$ cat config.mk
export PLATFORM = sky130hd
export DESIGN_NAME = dibit_serializer
export DESIGN_NICKNAME = d
export VERILOG_FILES = /design/src/rtl/eth_pkg.sv /design/src/rtl/chunk_select.sv /design/src/rtl/dibit_serializer.sv
export SDC_FILE = /design/constraint.sdc
export NUM_CORES = 1
export LEC_CHECK = 0
export BUFFER_PORTS_ARGS = -buffer_cell sky130_fd_sc_hd__buf_2
export CORE_MARGIN = 4
export CORE_UTILIZATION = 45
export CTS_BUF_LIST = sky130_fd_sc_hd__clkbuf_8
export CTS_CLUSTER_SIZE = 40
export DETAILED_ROUTE_END_ITERATION = 7
export GPL_TIMING_DRIVEN = 0
export PLACE_DENSITY = 0.78
export SETUP_SLACK_MARGIN = 0.02
export SLEW_MARGIN = 20
export SYNTH_ARGS = -nofsm -noshare
export SYNTH_HDL_FRONTEND = slang
export SYNTH_SLANG_ARGS = --single-unit
$ cat constraint.sdc
create_clock -name clk_in -period 3.5 [get_ports clk_in]
set_input_delay 0.525 -clock clk_in [delete_from_list [all_inputs] [get_ports clk_in]]
set_output_delay 0.525 -clock clk_in [all_outputs]
set_load 0.1 [all_outputs]
$ cat src/rtl/eth_pkg.sv
// Shared definitions for the Ethernet-side serializers: FSM state type,
// the RMII dibit width and a small chunk-count helper.
package eth_pkg;

    // RMII moves two bits per reference clock, hence the default chunk width.
    localparam int RMII_OUTPUT_SIZE = 2;

    // IDLE: no active word held; SHIFT: an active word is being presented.
    typedef enum logic {
        IDLE  = 1'b0,
        SHIFT = 1'b1
    } ser_state_e;

    // Number of chunks a word splits into.
    function automatic int chunk_count(input int word_size, input int output_size);
        return word_size / output_size;
    endfunction

endpackage

$ cat src/rtl/chunk_select.sv
// Picks chunk 'index' out of a parallel word, either MSB chunk first
// (REVERSE=0) or LSB chunk first (REVERSE=1).
module chunk_select #(
    parameter int WORD_SIZE   = 8,
    parameter int OUTPUT_SIZE = 2,
    parameter bit REVERSE     = 1'b0,
    parameter int IDX_W       = 2
) (
    input  logic [WORD_SIZE-1:0]   word,
    input  logic [IDX_W-1:0]       index,
    output logic [OUTPUT_SIZE-1:0] chunk
);

    localparam int NUM_CHUNKS = WORD_SIZE / OUTPUT_SIZE;

    // Plain mux over all chunk positions; out-of-range indices give zero.
    always_comb begin
        chunk = '0;
        for (int k = 0; k < NUM_CHUNKS; k++) begin
            if (index == IDX_W'(k)) begin
                if (REVERSE) begin
                    chunk = word[k*OUTPUT_SIZE +: OUTPUT_SIZE];
                end else begin
                    chunk = word[WORD_SIZE-1-k*OUTPUT_SIZE -: OUTPUT_SIZE];
                end
            end
        end
    end

endmodule

$ cat src/rtl/dibit_serializer.sv
// Parallel-to-chunk serializer: one active shift word plus one pending word,
// chunks advanced by a consumer trigger, registered chunk/valid/last outputs.
module dibit_serializer
    import eth_pkg::*;
#(
    parameter int WORD_SIZE   = 8,
    parameter int OUTPUT_SIZE = RMII_OUTPUT_SIZE,
    parameter bit REVERSE     = 1'b0
) (
    input  logic                   clk_in,
    input  logic                   rst_in,
    input  logic [WORD_SIZE-1:0]   word_in,
    input  logic                   word_valid,
    output logic                   word_ready,
    input  logic                   trigger,
    input  logic [OUTPUT_SIZE-1:0] idle_value,
    output logic [OUTPUT_SIZE-1:0] data_out,
    output logic                   out_valid,
    output logic                   last_out,
    output logic                   underrun
);

    localparam int NUM_CHUNKS = chunk_count(WORD_SIZE, OUTPUT_SIZE);
    localparam int CNT_W      = (NUM_CHUNKS > 1) ? $clog2(NUM_CHUNKS) : 1;
    localparam logic [CNT_W-1:0] LAST_IDX = CNT_W'(NUM_CHUNKS - 1);

    // A word must split into a whole number of chunks.
    if ((OUTPUT_SIZE < 1) || (WORD_SIZE < OUTPUT_SIZE) || ((WORD_SIZE % OUTPUT_SIZE) != 0)) begin : g_bad_size
        $error("dibit_serializer: WORD_SIZE must be a positive multiple of OUTPUT_SIZE");
    end

    ser_state_e             state_q, state_d;
    logic [WORD_SIZE-1:0]   active_q, active_d;
    logic [WORD_SIZE-1:0]   pending_q, pending_d;
    logic                   pend_valid_q, pend_valid_d;
    logic [CNT_W-1:0]       cnt_q, cnt_d;
    logic [OUTPUT_SIZE-1:0] data_out_q, data_out_d;
    logic                   out_valid_q, out_valid_d;
    logic                   last_out_q, last_out_d;
    logic                   underrun_q, underrun_d;
    logic                   accept;
    logic [OUTPUT_SIZE-1:0] next_chunk;

    // The only buffer that can refuse a word is the pending one.
    assign word_ready = !pend_valid_q;
    assign accept     = word_valid && word_ready;

    // Next-state logic: word loading, chunk advance and underrun detection.
    always_comb begin
        state_d      = state_q;
        active_d     = active_q;
        pending_d    = pending_q;
        pend_valid_d = pend_valid_q;
        cnt_d        = cnt_q;
        underrun_d   = trigger && !out_valid_q;

        unique case (state_q)
            IDLE: begin
                if (accept) begin
                    active_d = word_in;
                    cnt_d    = '0;
                    state_d  = SHIFT;
                end
            end
            SHIFT: begin
                if (trigger && (cnt_q == LAST_IDX)) begin
                    cnt_d = '0;
                    if (pend_valid_q) begin
                        active_d     = pending_q;
                        pend_valid_d = 1'b0;
                    end else if (word_valid) begin
                        active_d = word_in;
                    end else begin
                        state_d = IDLE;
                    end
                end else begin
                    if (trigger) begin
                        cnt_d = cnt_q + CNT_W'(1);
                    end
                    if (accept) begin
                        pending_d    = word_in;
                        pend_valid_d = 1'b1;
                    end
                end
            end
            default: begin
                state_d = IDLE;
            end
        endcase
    end

    chunk_select #(
        .WORD_SIZE  (WORD_SIZE),
        .OUTPUT_SIZE(OUTPUT_SIZE),
        .REVERSE    (REVERSE),
        .IDX_W      (CNT_W)
    ) u_chunk_select (
        .word (active_d),
        .index(cnt_d),
        .chunk(next_chunk)
    );

    // Outputs are computed from the next state so they can be registered.
    always_comb begin
        out_valid_d = (state_d == SHIFT);
        last_out_d  = (state_d == SHIFT) && (cnt_d == LAST_IDX);
        data_out_d  = (state_d == SHIFT) ? next_chunk : idle_value;
    end

    // State and output registers, cleared asynchronously by rst_in low.
    always_ff @(posedge clk_in or negedge rst_in) begin
        if (!rst_in) begin
            state_q      <= IDLE;
            active_q     <= '0;
            pending_q    <= '0;
            pend_valid_q <= 1'b0;
            cnt_q        <= '0;
            data_out_q   <= '0;
            out_valid_q  <= 1'b0;
            last_out_q   <= 1'b0;
            underrun_q   <= 1'b0;
        end else begin
            state_q      <= state_d;
            active_q     <= active_d;
            pending_q    <= pending_d;
            pend_valid_q <= pend_valid_d;
            cnt_q        <= cnt_d;
            data_out_q   <= data_out_d;
            out_valid_q  <= out_valid_d;
            last_out_q   <= last_out_d;
            underrun_q   <= underrun_d;
        end
    end

    assign data_out  = data_out_q;
    assign out_valid = out_valid_q;
    assign last_out  = last_out_q;
    assign underrun  = underrun_q;

endmodule

## Yosys cells after proc, flatten, opt, wreduce, memory -nomap -nowiden

Cells that the tools add are included.

| storage, ports and cells | value |
|---|---|
| word-level logic and storage cells | 46 |
| bits of input ports | 14 |
| flip-flop bits (word level) | 24 |
| output and inout port bits | 6 |

| cells by class | value |
|---|---|
| eq/ne operators | 4 |
| muxes and demuxes | 21 |
| reduce and logical (&&, ||, !) cells | 10 |
| bitwise logic cells | 2 |
| add/subtract/negate cells | 1 |

Operators with widths:

| cell | number |
|---|---|
| 8-bit two-way mux | 4 |
| 2-bit two-way mux | 8 |
| 8-bit one-hot mux with 2 select lines | 1 |
| 2-bit == test (second input constant) | 3 |
| 1-bit two-way mux | 6 |
| 1-bit logical AND | 4 |
| 2-bit one-hot mux with 2 select lines | 1 |
| 3-bit AND reduction | 1 |
| 2-bit by 1-bit adder with 2-bit output (second input constant) | 1 |
| 2-bit by 1-bit == test with 1-bit output (second input constant) | 1 |
| 1-bit zero test | 2 |
| 2-bit zero test | 1 |
| 1-bit NOT | 2 |
| 1-bit one-hot mux with 2 select lines | 1 |
| 2-bit AND reduction | 1 |
| 2-bit nonzero test | 1 |

## Depth between registers and ports, before layout

| depth | value |
|---|---|
| word-level depth | 10 |
| gate-level depth with buffers | 7 |
| depth with buffers taken out | 6 |

## Cells and area by module

Synthesis repeated with hierarchy kept, for this count alone.

| second synthesis, totals | value |
|---|---|
| cells, all modules | 76 |
| area, all modules | 1,074.8 um^2 |

Modules (own cells, without submodules):

| module | area an instance (um^2) | seq. area each (um^2) | instances | cells an instance |
|---|---|---|---|---|
| dibit_serializer | 1,022.2 | 600.6 | 1 | 74 |
| chunk_select | 52.6 | 0.0 | 1 | 2 |

## Least setup slack after synthesis

OpenSTA, ideal clock, no wires.

| timing | value |
|---|---|
| path kind | register to register |
| start | reg, netlist name out_valid |
| end | reg data_out_q[1] (netlist: data_out[1]) |
| cell stages (with the launch flop) | 7 |
| period minus slack after synthesis | 2.251 ns |
| slack | 1.249 ns |
| data arrival time | 2.112 ns |
| buffers on the path | 1 |
| data required time | 3.361 ns |
| library setup time | 0.139 ns |
| cell sequence | dfrtp_1 buf_6 nand2_1 a21o_4 a221o_1 nor3_1 o41ai_2 |

RTL lines:

| element | RTL line | source |
|---|---|---|
| to (signal assigned) | dibit_serializer.sv:128 | `data_out_q <= data_out_d;` |
| to (decl) | dibit_serializer.sv:37 | `logic [OUTPUT_SIZE-1:0] data_out_q, data_out_d;` |

## Worst setup path in the final report

| timing | value |
|---|---|
| start | reg cnt_q[0] |
| end | reg data_out_q[0] (netlist: data_out[0]) |

| between the ends | value |
|---|---|
| elaborated cells between the ends (all ways) | 20 |
| classes of those cells | add/sub (1); eq/ne (4); mux (13); reduce/logical (2) |

RTL lines:

| element | RTL line | source |
|---|---|---|
| from (decl) | dibit_serializer.sv:36 | `logic [CNT_W-1:0] cnt_q, cnt_d;` |
| from (signal assigned) | dibit_serializer.sv:127 | `cnt_q <= cnt_d;` |
| 2-bit == test | dibit_serializer.sv:66 | `if (trigger && (cnt_q == LAST_IDX)) begin` |
| 1-bit logical AND | dibit_serializer.sv:66 |  |
| 8-bit two-way mux | dibit_serializer.sv:66 |  |
| 8-bit one-hot mux with 2 select lines | dibit_serializer.sv:57 | `unique case (state_q)` |
| named net active_d[4] | dibit_serializer.sv:33 | `logic [WORD_SIZE-1:0] active_q, active_d;` |
| 2-bit two-way mux (3 in a row) | chunk_select.sv:20 | `if (index == IDX_W'(k)) begin` |
| 2-bit two-way mux | dibit_serializer.sv:107 | `data_out_d = (state_d == SHIFT) ? next_chunk : idle_value;` |
| named net data_out_d[0] | dibit_serializer.sv:37 |  |

The timed path passes the listed nets, and every way through them passes these cells.
A chain may end at the register's enable or synchronous reset.

==> results.yml <==
placed_design:
  hpwlAfterDp_mm: 1.62
  gp_congestion: 0.826
  port_buffers: 19
final_layout:
  fillers: 208
  layout-drive-gt1-share_pct: 34.2
  final_common_cell: "dfrtp_1"
  multi_input_area_um2: 480
  layout_common_cells: "24 x dfrtp_1, 20 x buf_2, 7 x a221o_1, 7 x and2_1, 7 x mux2_2"
  antenna_cells: 0
  area_growth_pct: 15.3
  nNetsFinal: 131
  ff_latch_area_um2: 601
clocking:
  clockRootBuffer: "clkbuf_8"
  path_clk_slew_ps: 70
  clk_latency_ps: 260
  cts_max_path_buffers: 2
  cts_buffers: 3
  cts.sinks: 24
  htree_num_levels: 1
  cts_setup_buffers: 0
  post_cts_resized: 0
  hold_buffers: 0
  tritoncts: "built"
timing:
  period_share_pct: 55.9
  setup_viol: 0
  clock_skew_ps: 1.62
  whs_ps: 231
  fin_crit_ps: 1960
  finalHoldViolations: 0
  tightest_slew_ps: 535
  slew-limit-headroom_pct: 64.3
  final_max_slew_viol_count: 0
  fmax_mhz: 511
  finalSetupTns_ps: 0
  rsz0062_at_grt: "no"
worst_setup_path:
  slowest_stage: "dfrtp_1"
  path_cells: "ha_1 -> and4_1 -> buf_2 -> and2_1 -> a221o_1 -> nor3_1 -> o41ai_2"
  max_stage_delay_ps: 410
  criticalPathCategory: "flip-flop to flip-flop"
  cp-end-kind: "flip-flop"
  worstRegToRegCells: 7
  required_ps: 3620
  worstPathArrival_ps: 2080
  cp_max_fo: 8
  start_kind: "flip-flop"
route:
  antenna_left: 0
  detail_route.first_pass.iterations: 4
  wl_per_cell_um: 15.2
  drc: 0
  avgViaCountPerCell: 5.42
  vias: 770
  wl_mm: 2.16
  drt_iter0_drc: 10
synth:
  synth-edff-count: 0
  ys_seq_area_share_pct: 53.6
  syn_inst: 92
  syn_nets: 107
  ys.flop_type: "dfrtp_1"
  synth_area_um2: 1120
  avgSynthCellArea_um2: 12.2
  yosysWarnings: 0
  synthArstFlopShare_pct: 100
  ys_ff_latch: 24
  yosysUniqueCellTypes: 30
floorplan:
  start_util_pct: 48.7
  io_pins: 20
  fp.dieW_um: 57.9
  rows: 17
  core-area_um2: 2300
  dieArea_um2: 3350
  die_y_um: 57.9
run:
  maxCapViolations: 0
global_route:
  grt_pass1_wl_mm: 3.69
  grt_max_degree: 25
  grt_antenna_before_repair: 0
  grt.overflow.total: 0
  grt_pass1_vias: 808
  track_usage_pct: 14.3
pwr:
  ir_drop_v: 0.000579
  p_leak_nw: 0.626
  p_per_area_nw_per_um2: 1070
status:
  status: "completed"
worst_hold_path:
  hold_path.class: "primary input to async pin"
[Yosys cell counts (2+ instances only)]
master | number | share of area (%)
nor3_1 | 4 | 1.8
a221o_1 | 7 | 6.3
nor2_1 | 2 | 0.67
o22ai_1 | 2 | 1.1
inv_1 | 6 | 2.0
nand2_1 | 6 | 2.0
mux2_2 | 7 | 7.0
nor2b_1 | 3 | 1.7
nand3_1 | 3 | 1.3
o41ai_2 | 2 | 2.9
dfrtp_1 | 24 | 54
a21oi_1 | 2 | 0.89
and2_1 | 7 | 3.9
[metrics by stage]
| step | std cells | area, um2 | utilization, % | power [mW] | setup WS [ps] |
|---|---|---|---|---|---|
| 2_1_floorplan | 92 | 1120 | - | 1.09 | 1250 |
| 3_3_place_gp | 139 | 1250 | 54.4 | 1.21 | 1500 |
| 3_5_place_dp | 139 | 1250 | 54.4 | 1.23 | 1490 |
| 4_1_cts | 142 | 1290 | 56.2 | 1.40 | 1520 |
| 5_1_grt | 142 | 1290 | 56.2 | 1.47 | 1410 |
| 6_report | 142 | 1290 | 56.2 | 1.38 | 1540 |
[layout make-up]
class	count	share of cell area [%]
Buffer	2	1.26
Clock buffer	3	3.20
Inverter	6	1.74
Multi-Input combinational cell	60	37.2
Sequential cell	24	46.5
Tap cell	28	2.71
Timing Repair Buffer	19	7.36
[critical path: cells and delay by family (launching register included)]
kind	cells	cell delay, ps
DFF	1	410
buffers and inverters	1	160
adders and majority gates	1	270
and+or+nand+nor	3	580
AOI/OAI and AO/OA	2	380
[per-layer routing]
metal	track usage, %	up-vias	wire (um)
met5	0	-	0
met4	3.97	0	21
met3	3.12	2	116
met2	24.0	20	1020
met1	18.6	366	1010
li1	-	382	-
[power breakdown]
| part | internal [mW] | switching, mW |
|---|---|---|
| Combinational | 0.276 | 0.480 |
| Sequential | 0.410 | 0.0576 |
| Clock | 0.0768 | 0.0774 |
[sequential cells by signal (all words and copies together), names as in the netlist]
name	cells
last_out	1
pending_q	8
cnt_q	2
out_valid	1
active_q	8
data_out	2
pend_valid_q	1
underrun	1
[kinds of logic after synthesis]
group / count (synthesis) / share of synthesized area, %
simple gates: 31 / 15.6
flops: 24 / 53.6
compound gates: 20 / 18.3
buf+inv: 8 / 3.46
mux: 7 / 7.04
xor+xnor: 1 / 0.782
fa+ha+maj: 1 / 1.12
[worst paths after layout]
path,startpoint,end,slack (ps)
setup / recovery,cnt_q[0],data_out[0],1540
hold / removal,rst_in,underrun,230
setup reg to reg,cnt_q[0],data_out[0],1540
hold reg to reg,pending_q[7],pending_q[7],500
max in group asynchronous,rst_in,pending_q[5],2920
min in group clk_in,idle_value[1],data_out[1],480
Note: power is estimated with default switching activity, not from simulation.
